<file path="src/rtl/mult_slot_arbiter_if.sv">
// Issue/result bundle between the two execute slots and the shared
// iterative multiply unit. The master side is the execute stage plus the
// consumers of HI/LO and busy; the slave side is mult_slot_arbiter.
interface mult_slot_arbiter_if #(
    parameter int WIDTH = 32
);
    logic             start0_i;
    logic             start1_i;
    logic             signed0_i;
    logic             signed1_i;
    logic [WIDTH-1:0] a0_i;
    logic [WIDTH-1:0] b0_i;
    logic [WIDTH-1:0] a1_i;
    logic [WIDTH-1:0] b1_i;
    logic [1:0]       grant_o;
    logic             busy_o;
    logic             owner_o;
    logic             done_o;
    logic [WIDTH-1:0] hi_o;
    logic [WIDTH-1:0] lo_o;

    modport master (
        output start0_i, start1_i, signed0_i, signed1_i,
        output a0_i, b0_i, a1_i, b1_i,
        input  grant_o, busy_o, owner_o, done_o, hi_o, lo_o
    );

    modport slave (
        input  start0_i, start1_i, signed0_i, signed1_i,
        input  a0_i, b0_i, a1_i, b1_i,
        output grant_o, busy_o, owner_o, done_o, hi_o, lo_o
    );
endinterface

</file>
<file path="src/rtl/mult_slot_arbiter.sv">
// Shared iterative multiplier controller: fixed-priority arbitration of the
// two execute slots, radix-2 shift-add sequencing on magnitudes, sign fix-up
// of the 2*WIDTH product and ownership of the HI/LO registers.
// Optional build macro MULT_EARLY_OUT_EN: leave CALC as soon as the
// remaining multiplier bits are all zero (at least one CALC cycle).
// CNT_W must satisfy 2**CNT_W > WIDTH.
module mult_slot_arbiter #(
    parameter int WIDTH = 32,
    parameter int CNT_W = 6
) (
    input  logic clk,
    input  logic reset,
    mult_slot_arbiter_if.slave bus
);

    typedef enum logic [1:0] {
        S_IDLE = 2'd0,
        S_CALC = 2'd1,
        S_FIX  = 2'd2,
        S_DONE = 2'd3
    } state_t;

    localparam logic [CNT_W-1:0] LP_LAST = CNT_W'(WIDTH - 1);

    // Magnitude of an operand; the most-negative value maps to 2**(WIDTH-1),
    // which still fits the unsigned WIDTH-bit register.
    function automatic logic [WIDTH-1:0] f_mag(input logic [WIDTH-1:0] v,
                                               input logic is_signed);
        return (is_signed && v[WIDTH-1]) ? (~v + 1'b1) : v;
    endfunction

    // Restore the product sign after the unsigned magnitude multiply.
    function automatic logic [2*WIDTH-1:0] f_apply_sign(input logic [2*WIDTH-1:0] acc,
                                                        input logic neg);
        return neg ? (~acc + 1'b1) : acc;
    endfunction

    state_t               r_state;
    state_t               w_state_nxt;
    logic                 r_busy;
    logic                 r_done;
    logic                 r_owner;
    logic                 r_neg;
    logic [2*WIDTH-1:0]   r_mcand;
    logic [WIDTH-1:0]     r_mplr;
    logic [2*WIDTH-1:0]   r_acc;
    logic [CNT_W-1:0]     r_cnt;
    logic [WIDTH-1:0]     r_hi;
    logic [WIDTH-1:0]     r_lo;

    logic [1:0]           w_grant;
    logic                 w_accept;
    logic                 w_sel_sign;
    logic [WIDTH-1:0]     w_sel_a;
    logic [WIDTH-1:0]     w_sel_b;
    logic [WIDTH-1:0]     w_mag_a;
    logic [WIDTH-1:0]     w_mag_b;
    logic [2*WIDTH-1:0]   w_acc_nxt;
    logic [WIDTH-1:0]     w_mplr_shift;
    logic                 w_calc_last;
    logic [2*WIDTH-1:0]   w_product;

    // Operand selection follows the grant; only meaningful while accepting.
    assign w_accept   = |w_grant;
    assign w_sel_sign = w_grant[1] ? bus.signed1_i : bus.signed0_i;
    assign w_sel_a    = w_grant[1] ? bus.a1_i      : bus.a0_i;
    assign w_sel_b    = w_grant[1] ? bus.b1_i      : bus.b0_i;
    assign w_mag_a    = f_mag(w_sel_a, w_sel_sign);
    assign w_mag_b    = f_mag(w_sel_b, w_sel_sign);

    // One shift-add iteration; the accumulator wraps modulo 2**(2*WIDTH).
    assign w_acc_nxt    = r_mplr[0] ? (r_acc + r_mcand) : r_acc;
    assign w_mplr_shift = r_mplr >> 1;
    assign w_product    = f_apply_sign(r_acc, r_neg);

`ifdef MULT_EARLY_OUT_EN
    // Once no multiplier bits remain, further iterations add nothing.
    assign w_calc_last = (r_cnt == LP_LAST) || (w_mplr_shift == '0);
`else
    assign w_calc_last = (r_cnt == LP_LAST);
`endif

    // State register with registered decodes of busy and done.
    always_ff @(posedge clk) begin
        if (reset) begin
            r_state <= S_IDLE;
            r_busy  <= 1'b0;
            r_done  <= 1'b0;
        end else begin
            r_state <= w_state_nxt;
            r_busy  <= (w_state_nxt != S_IDLE);
            r_done  <= (w_state_nxt == S_DONE);
        end
    end

    // Next-state logic: accept -> WIDTH (or fewer) iterations -> fix -> done.
    always_comb begin
        w_state_nxt = r_state;
        case (r_state)
            S_IDLE:  if (w_accept)    w_state_nxt = S_CALC;
            S_CALC:  if (w_calc_last) w_state_nxt = S_FIX;
            S_FIX:   w_state_nxt = S_DONE;
            S_DONE:  w_state_nxt = S_IDLE;
            default: w_state_nxt = S_IDLE;
        endcase
    end

    // Output logic: fixed-priority grant, only while idle; losers are not queued.
    always_comb begin
        w_grant = 2'b00;
        if (r_state == S_IDLE) begin
            if (bus.start0_i)      w_grant = 2'b01;
            else if (bus.start1_i) w_grant = 2'b10;
        end
    end

    // Datapath: latch operands on accept, iterate in CALC, load HI/LO in FIX.
    always_ff @(posedge clk) begin
        if (reset) begin
            r_owner <= 1'b0;
            r_neg   <= 1'b0;
            r_mcand <= '0;
            r_mplr  <= '0;
            r_acc   <= '0;
            r_cnt   <= '0;
            r_hi    <= '0;
            r_lo    <= '0;
        end else if (w_accept) begin
            r_owner <= w_grant[1];
            r_neg   <= w_sel_sign & (w_sel_a[WIDTH-1] ^ w_sel_b[WIDTH-1]);
            r_mcand <= {{WIDTH{1'b0}}, w_mag_a};
            r_mplr  <= w_mag_b;
            r_acc   <= '0;
            r_cnt   <= '0;
        end else if (r_state == S_CALC) begin
            r_acc   <= w_acc_nxt;
            r_mcand <= r_mcand << 1;
            r_mplr  <= w_mplr_shift;
            r_cnt   <= r_cnt + CNT_W'(1);
        end else if (r_state == S_FIX) begin
            r_hi    <= w_product[2*WIDTH-1:WIDTH];
            r_lo    <= w_product[WIDTH-1:0];
        end
    end

    assign bus.grant_o = w_grant;
    assign bus.busy_o  = r_busy;
    assign bus.owner_o = r_owner;
    assign bus.done_o  = r_done;
    assign bus.hi_o    = r_hi;
    assign bus.lo_o    = r_lo;

endmodule

</file>
<file path="src/flat_wrapper.sv">
// flat-port wrapper written by rule: the top's interface ports become plain ports
module mult_slot_arbiter_flat 
#(
    parameter int WIDTH = 32,
    parameter int CNT_W = 6
)
  (clk, reset, bus_start0_i, bus_start1_i, bus_signed0_i, bus_signed1_i, bus_a0_i, bus_b0_i, bus_a1_i, bus_b1_i, bus_grant_o, bus_busy_o, bus_owner_o, bus_done_o, bus_hi_o, bus_lo_o);
  mult_slot_arbiter_if #(.WIDTH(WIDTH)) bus_i ();
  input  logic clk;
  input  logic reset;
  input wire logic [$bits(bus_i.start0_i)-1:0] bus_start0_i;
  input wire logic [$bits(bus_i.start1_i)-1:0] bus_start1_i;
  input wire logic [$bits(bus_i.signed0_i)-1:0] bus_signed0_i;
  input wire logic [$bits(bus_i.signed1_i)-1:0] bus_signed1_i;
  input wire logic [$bits(bus_i.a0_i)-1:0] bus_a0_i;
  input wire logic [$bits(bus_i.b0_i)-1:0] bus_b0_i;
  input wire logic [$bits(bus_i.a1_i)-1:0] bus_a1_i;
  input wire logic [$bits(bus_i.b1_i)-1:0] bus_b1_i;
  output wire logic [$bits(bus_i.grant_o)-1:0] bus_grant_o;
  output wire logic [$bits(bus_i.busy_o)-1:0] bus_busy_o;
  output wire logic [$bits(bus_i.owner_o)-1:0] bus_owner_o;
  output wire logic [$bits(bus_i.done_o)-1:0] bus_done_o;
  output wire logic [$bits(bus_i.hi_o)-1:0] bus_hi_o;
  output wire logic [$bits(bus_i.lo_o)-1:0] bus_lo_o;
  assign bus_i.start0_i = bus_start0_i;
  assign bus_i.start1_i = bus_start1_i;
  assign bus_i.signed0_i = bus_signed0_i;
  assign bus_i.signed1_i = bus_signed1_i;
  assign bus_i.a0_i = bus_a0_i;
  assign bus_i.b0_i = bus_b0_i;
  assign bus_i.a1_i = bus_a1_i;
  assign bus_i.b1_i = bus_b1_i;
  assign bus_grant_o = bus_i.grant_o;
  assign bus_busy_o = bus_i.busy_o;
  assign bus_owner_o = bus_i.owner_o;
  assign bus_done_o = bus_i.done_o;
  assign bus_hi_o = bus_i.hi_o;
  assign bus_lo_o = bus_i.lo_o;
  mult_slot_arbiter #(.WIDTH(WIDTH), .CNT_W(CNT_W)) u_core (.clk(clk), .reset(reset), .bus(bus_i));
endmodule
</file>
<file path="config.mk">
export PLATFORM = sky130hd
export DESIGN_NAME = mult_slot_arbiter_flat
export DESIGN_NICKNAME = d
export VERILOG_FILES = /design/src/rtl/mult_slot_arbiter_if.sv /design/src/rtl/mult_slot_arbiter.sv /design/src/flat_wrapper.sv
export SDC_FILE = /design/constraint.sdc
export NUM_CORES = 1
export LEC_CHECK = 0
export BUFFER_PORTS_ARGS = -buffer_cell sky130_fd_sc_hd__buf_4
export CELL_PAD_IN_SITES_DETAIL_PLACEMENT = 0
export CELL_PAD_IN_SITES_GLOBAL_PLACEMENT = 1
export CORE_AREA = 2 2 229 174
export CTS_CLUSTER_SIZE = 10
export DETAILED_ROUTE_END_ITERATION = 16
export DIE_AREA = 0 0 231 176
export PLACE_DENSITY = 0.85
export SLEW_MARGIN = 20
export SYNTH_ARGS = -nofsm -noshare
export SYNTH_HDL_FRONTEND = slang
export SYNTH_SLANG_ARGS = --single-unit
</file>
<file path="constraint.sdc">
create_clock -name clk -period 6.1 [get_ports clk]
set_clock_uncertainty 0.15 [all_clocks]
set_input_delay 0.305 -clock clk [delete_from_list [all_inputs] [get_ports clk]]
set_output_delay 0.305 -clock clk [all_outputs]
set_load 0.02 [all_outputs]
</file>
==> metrics.cfg <==
[logic_synthesis]
syn_area_um2=16300
async_flop_share=0
ys_seq_area_frac=0.289
synth_ff_type=dfxtp_1
ys_ff_latch=236
postSynthCellCount=2224
synth_edf_count=0
synth_area_per_cell_um2=7.34
syn_nets=2426
ys_warn_count=0
synth_cell_types=71

[sta]
period_share=0.736
rsz0062_at_grt=false
max_freq_ghz=0.223
worstMarginPinSlew_ns=1.14
timing.slew.headroom=0.236
timing.setup.tns_ns=0
fin_crit_ns=4.49
finalSetupViolations=0
hold_viol=0
holdWs_ns=0.0231
drv_slew=0

[worst_setup_path]
endpoint_kind=register
arrival_ns=4.79
worstSetupStartpointType=register
crit_type=register to register
critPathRequiredTime_ns=6.40
path_max_fanout=44

[global_routing]
grt_max_degree=111
track_usage=0.253
grt_pass1_vias=15600
grt_pass1_wl_um=84400
grt_overflow_total=0
antenna_found_initial=0

[pwr]
irDropWorstVdd_mv=0.196
power_density_nw_per_um2=207
p_leak_nw=7.67
power_mw=3.94

[floorplanning]
rows=62
die_area_um2=40700
die_x_um=231
fp.dieH_um=176
initial_utilization=0.428
io_pins=203
core_area_um2=38200

[cts]
cts_tree=done
post_cts_buffers=0
insertion_delay_ns=0.57
cts-resized-gates=0
cts_max_path_buffers=3
clock-sinks=236
htree_levels=1
cts_buffers=28
clkTransAtPathRegs_ns=0.06
cts_hold_buf=10
cts_root_buffer=clkbuf_16

[final_layout]
syn_to_final_growth_pct=16.4
antennaDiodeCount=0
drive_gt1_frac=0.117
fillers=3843
fin_util=0.498
nets=2545

[placement]
globalplace.congestion=0.934
hpwl_um=39800
io_buffers=202

[drt]
drcViolationCount=0
routed_wl_um=53500
drt_pass1_iterations=5
postRouteAntennaNets=0
wire_per_inst_um=18.7
drtIter0Drc=1282
viasPerCell=5.87
vias=16800

[status]
outcome=finished, final reports clean

[min_path]
holdCritPathClass=input pin to register

[flow_run]
drv_cap=0

==> per-layer routing <==
layer,vias up,track usage,wire length (um)
li1,8231,-,-
met1,8003,0.369,25100
met2,497,0.397,24200
met3,63,0.0308,3150
met4,0,0.0570,1080
met5,-,0,0
==> critical path, stage by stage, from the launching register on <==
cell and delay [ns]:
dfxtp_1 0.38, or4b_4 0.76, clkinv_2 0.41, buf_4 0.50
nand2_1 0.17, a21oi_1 0.75, nand2_1 0.23, xnor2_1 0.18
o21ai_0 0.15, a21oi_1 0.06, dlygate4sd3_1 0.59
==> final timing paths <==
| check | start | to | slack [ns] | cells after the start |
|---|---|---|---|---|
| worst max-delay path | u_core.r_state[1]$_SDFF_PP0_ | u_core.r_mplr[16]$_SDFFE_PP0P_ | 1.61 | 10 |
| worst min-delay path | reset | u_core.r_mplr[10]$_SDFFE_PP0P_ | 0.02 | 2 |
| worst min register to register | u_core.bus.hi_o[14]$_SDFFE_PP0P_ | u_core.bus.hi_o[14]$_SDFFE_PP0P_ | 0.30 | 2 |
| worst max register to register | u_core.r_state[1]$_SDFF_PP0_ | u_core.r_mplr[16]$_SDFFE_PP0P_ | 1.61 | 10 |
==> cells by family (layout without fill, tap and decap cells) <==
group                      count (synthesis)  count (layout)  share of synthesized area
AOI/OAI and AO/OA                        627             627                      0.244
xor gates and xnor gates                 177             177                     0.0950
adders and majority gates                 68              68                     0.0526
buffers and inverters                    165             290                     0.0392
DFF                                      236             236                      0.289
muxes                                     56              56                     0.0343
and+or+nand+nor                          895             895                      0.246
==> area by class of cell <==
type                       instances  area, um^2  share of cell area
multi-input combinational       1823       11000               0.578
sequential                       236        4730               0.249
timing repair buffer             232        1770              0.0932
clock buffer                      33         739              0.0389
tap                              512         641              0.0337
inverter                          22        83.8             0.00441
clock inverter                     3        51.3             0.00270
==> per-stage QoR <==
stage / cells / cell area, um^2 / worst slack (ns)
detailed placement: 2815 / 18100 / 1.83
global route: 2861 / 19000 / 1.27
global placement: 2815 / 18100 / 1.96
finish: 2861 / 19000 / 1.61
floorplan: 2224 / 16300 / 1.51
CTS: 2861 / 19000 / 1.69
==> cell usage in the layout (no fill, tap or decap), types with 7 or more instances in the layout <==
| cell type | instances |
|---|---|
| a211oi_1 | 61 |
| o31ai_1 | 25 |
| nor4_1 | 17 |
| buf_4 | 221 |
| xnor2_1 | 68 |
| nor2_1 | 215 |
| o21a_1 | 14 |
| or3_1 | 36 |
| clkbuf_16 | 28 |
| a21oi_1 | 230 |
| a311oi_1 | 43 |
| o41ai_1 | 13 |
| nand2_1 | 397 |
| nor3_1 | 77 |
| nand3_1 | 37 |
| or4_1 | 15 |
| a21o_1 | 23 |
| o211ai_1 | 11 |
| nand2b_1 | 8 |
| o21ai_0 | 102 |
| a22oi_1 | 7 |
| inv_1 | 21 |
| a31oi_1 | 23 |
| a221oi_1 | 7 |
| and3_1 | 24 |
| o21bai_1 | 15 |
| dlygate4sd3_1 | 10 |
| ha_1 | 67 |
| xor2_1 | 109 |
| dfxtp_1 | 235 |
| a21boi_0 | 12 |
| mux2i_1 | 56 |
| nand4_1 | 27 |
==> cells in the mapped netlist, types with 11 or more instances <==
library cell / n / area share
a31oi_1: 23 / 0.0088
ha_1: 67 / 0.051
nor4_1: 17 / 0.0065
or4_1: 15 / 0.0069
a21o_1: 23 / 0.011
nand4_1: 27 / 0.010
o211ai_1: 11 / 0.0051
o21a_1: 14 / 0.0064
nand3_1: 37 / 0.011
o21ai_0: 102 / 0.031
xnor2_1: 68 / 0.036
buf_1: 15 / 0.0034
clkbuf_1: 121 / 0.028
xor2_1: 109 / 0.058
a21boi_0: 12 / 0.0055
a311oi_1: 43 / 0.023
dfxtp_1: 236 / 0.29
o31ai_1: 25 / 0.011
a21oi_1: 230 / 0.071
mux2i_1: 56 / 0.034
and3_1: 24 / 0.0092
nor3_1: 77 / 0.024
nand2_1: 397 / 0.091
o41ai_1: 13 / 0.0070
nor2_1: 216 / 0.050
a211oi_1: 61 / 0.028
inv_1: 21 / 0.0048
o21bai_1: 15 / 0.0069
or3_1: 37 / 0.014
==> power breakdown <==
part	switching, mW	total, mW	internal (mW)
sequential	0.0586	1.66	1.60
combinational	0.467	0.747	0.280
clock	0.650	1.53	0.882
total	1.18	3.94	2.76
==> sequential cells by signal (all words and copies together), names as in the netlist <==
signal,flops
u_core.r_mplr,32
u_core.bus.lo_o,32
u_core.bus.owner_o,1
u_core.bus.done_o,1
u_core.r_neg,1
u_core.bus.hi_o,32
u_core.bus.busy_o,1
u_core.r_cnt,6
u_core.r_mcand,64
u_core.r_state,2
u_core.r_acc,64
(Power assumes the default switching activity.)
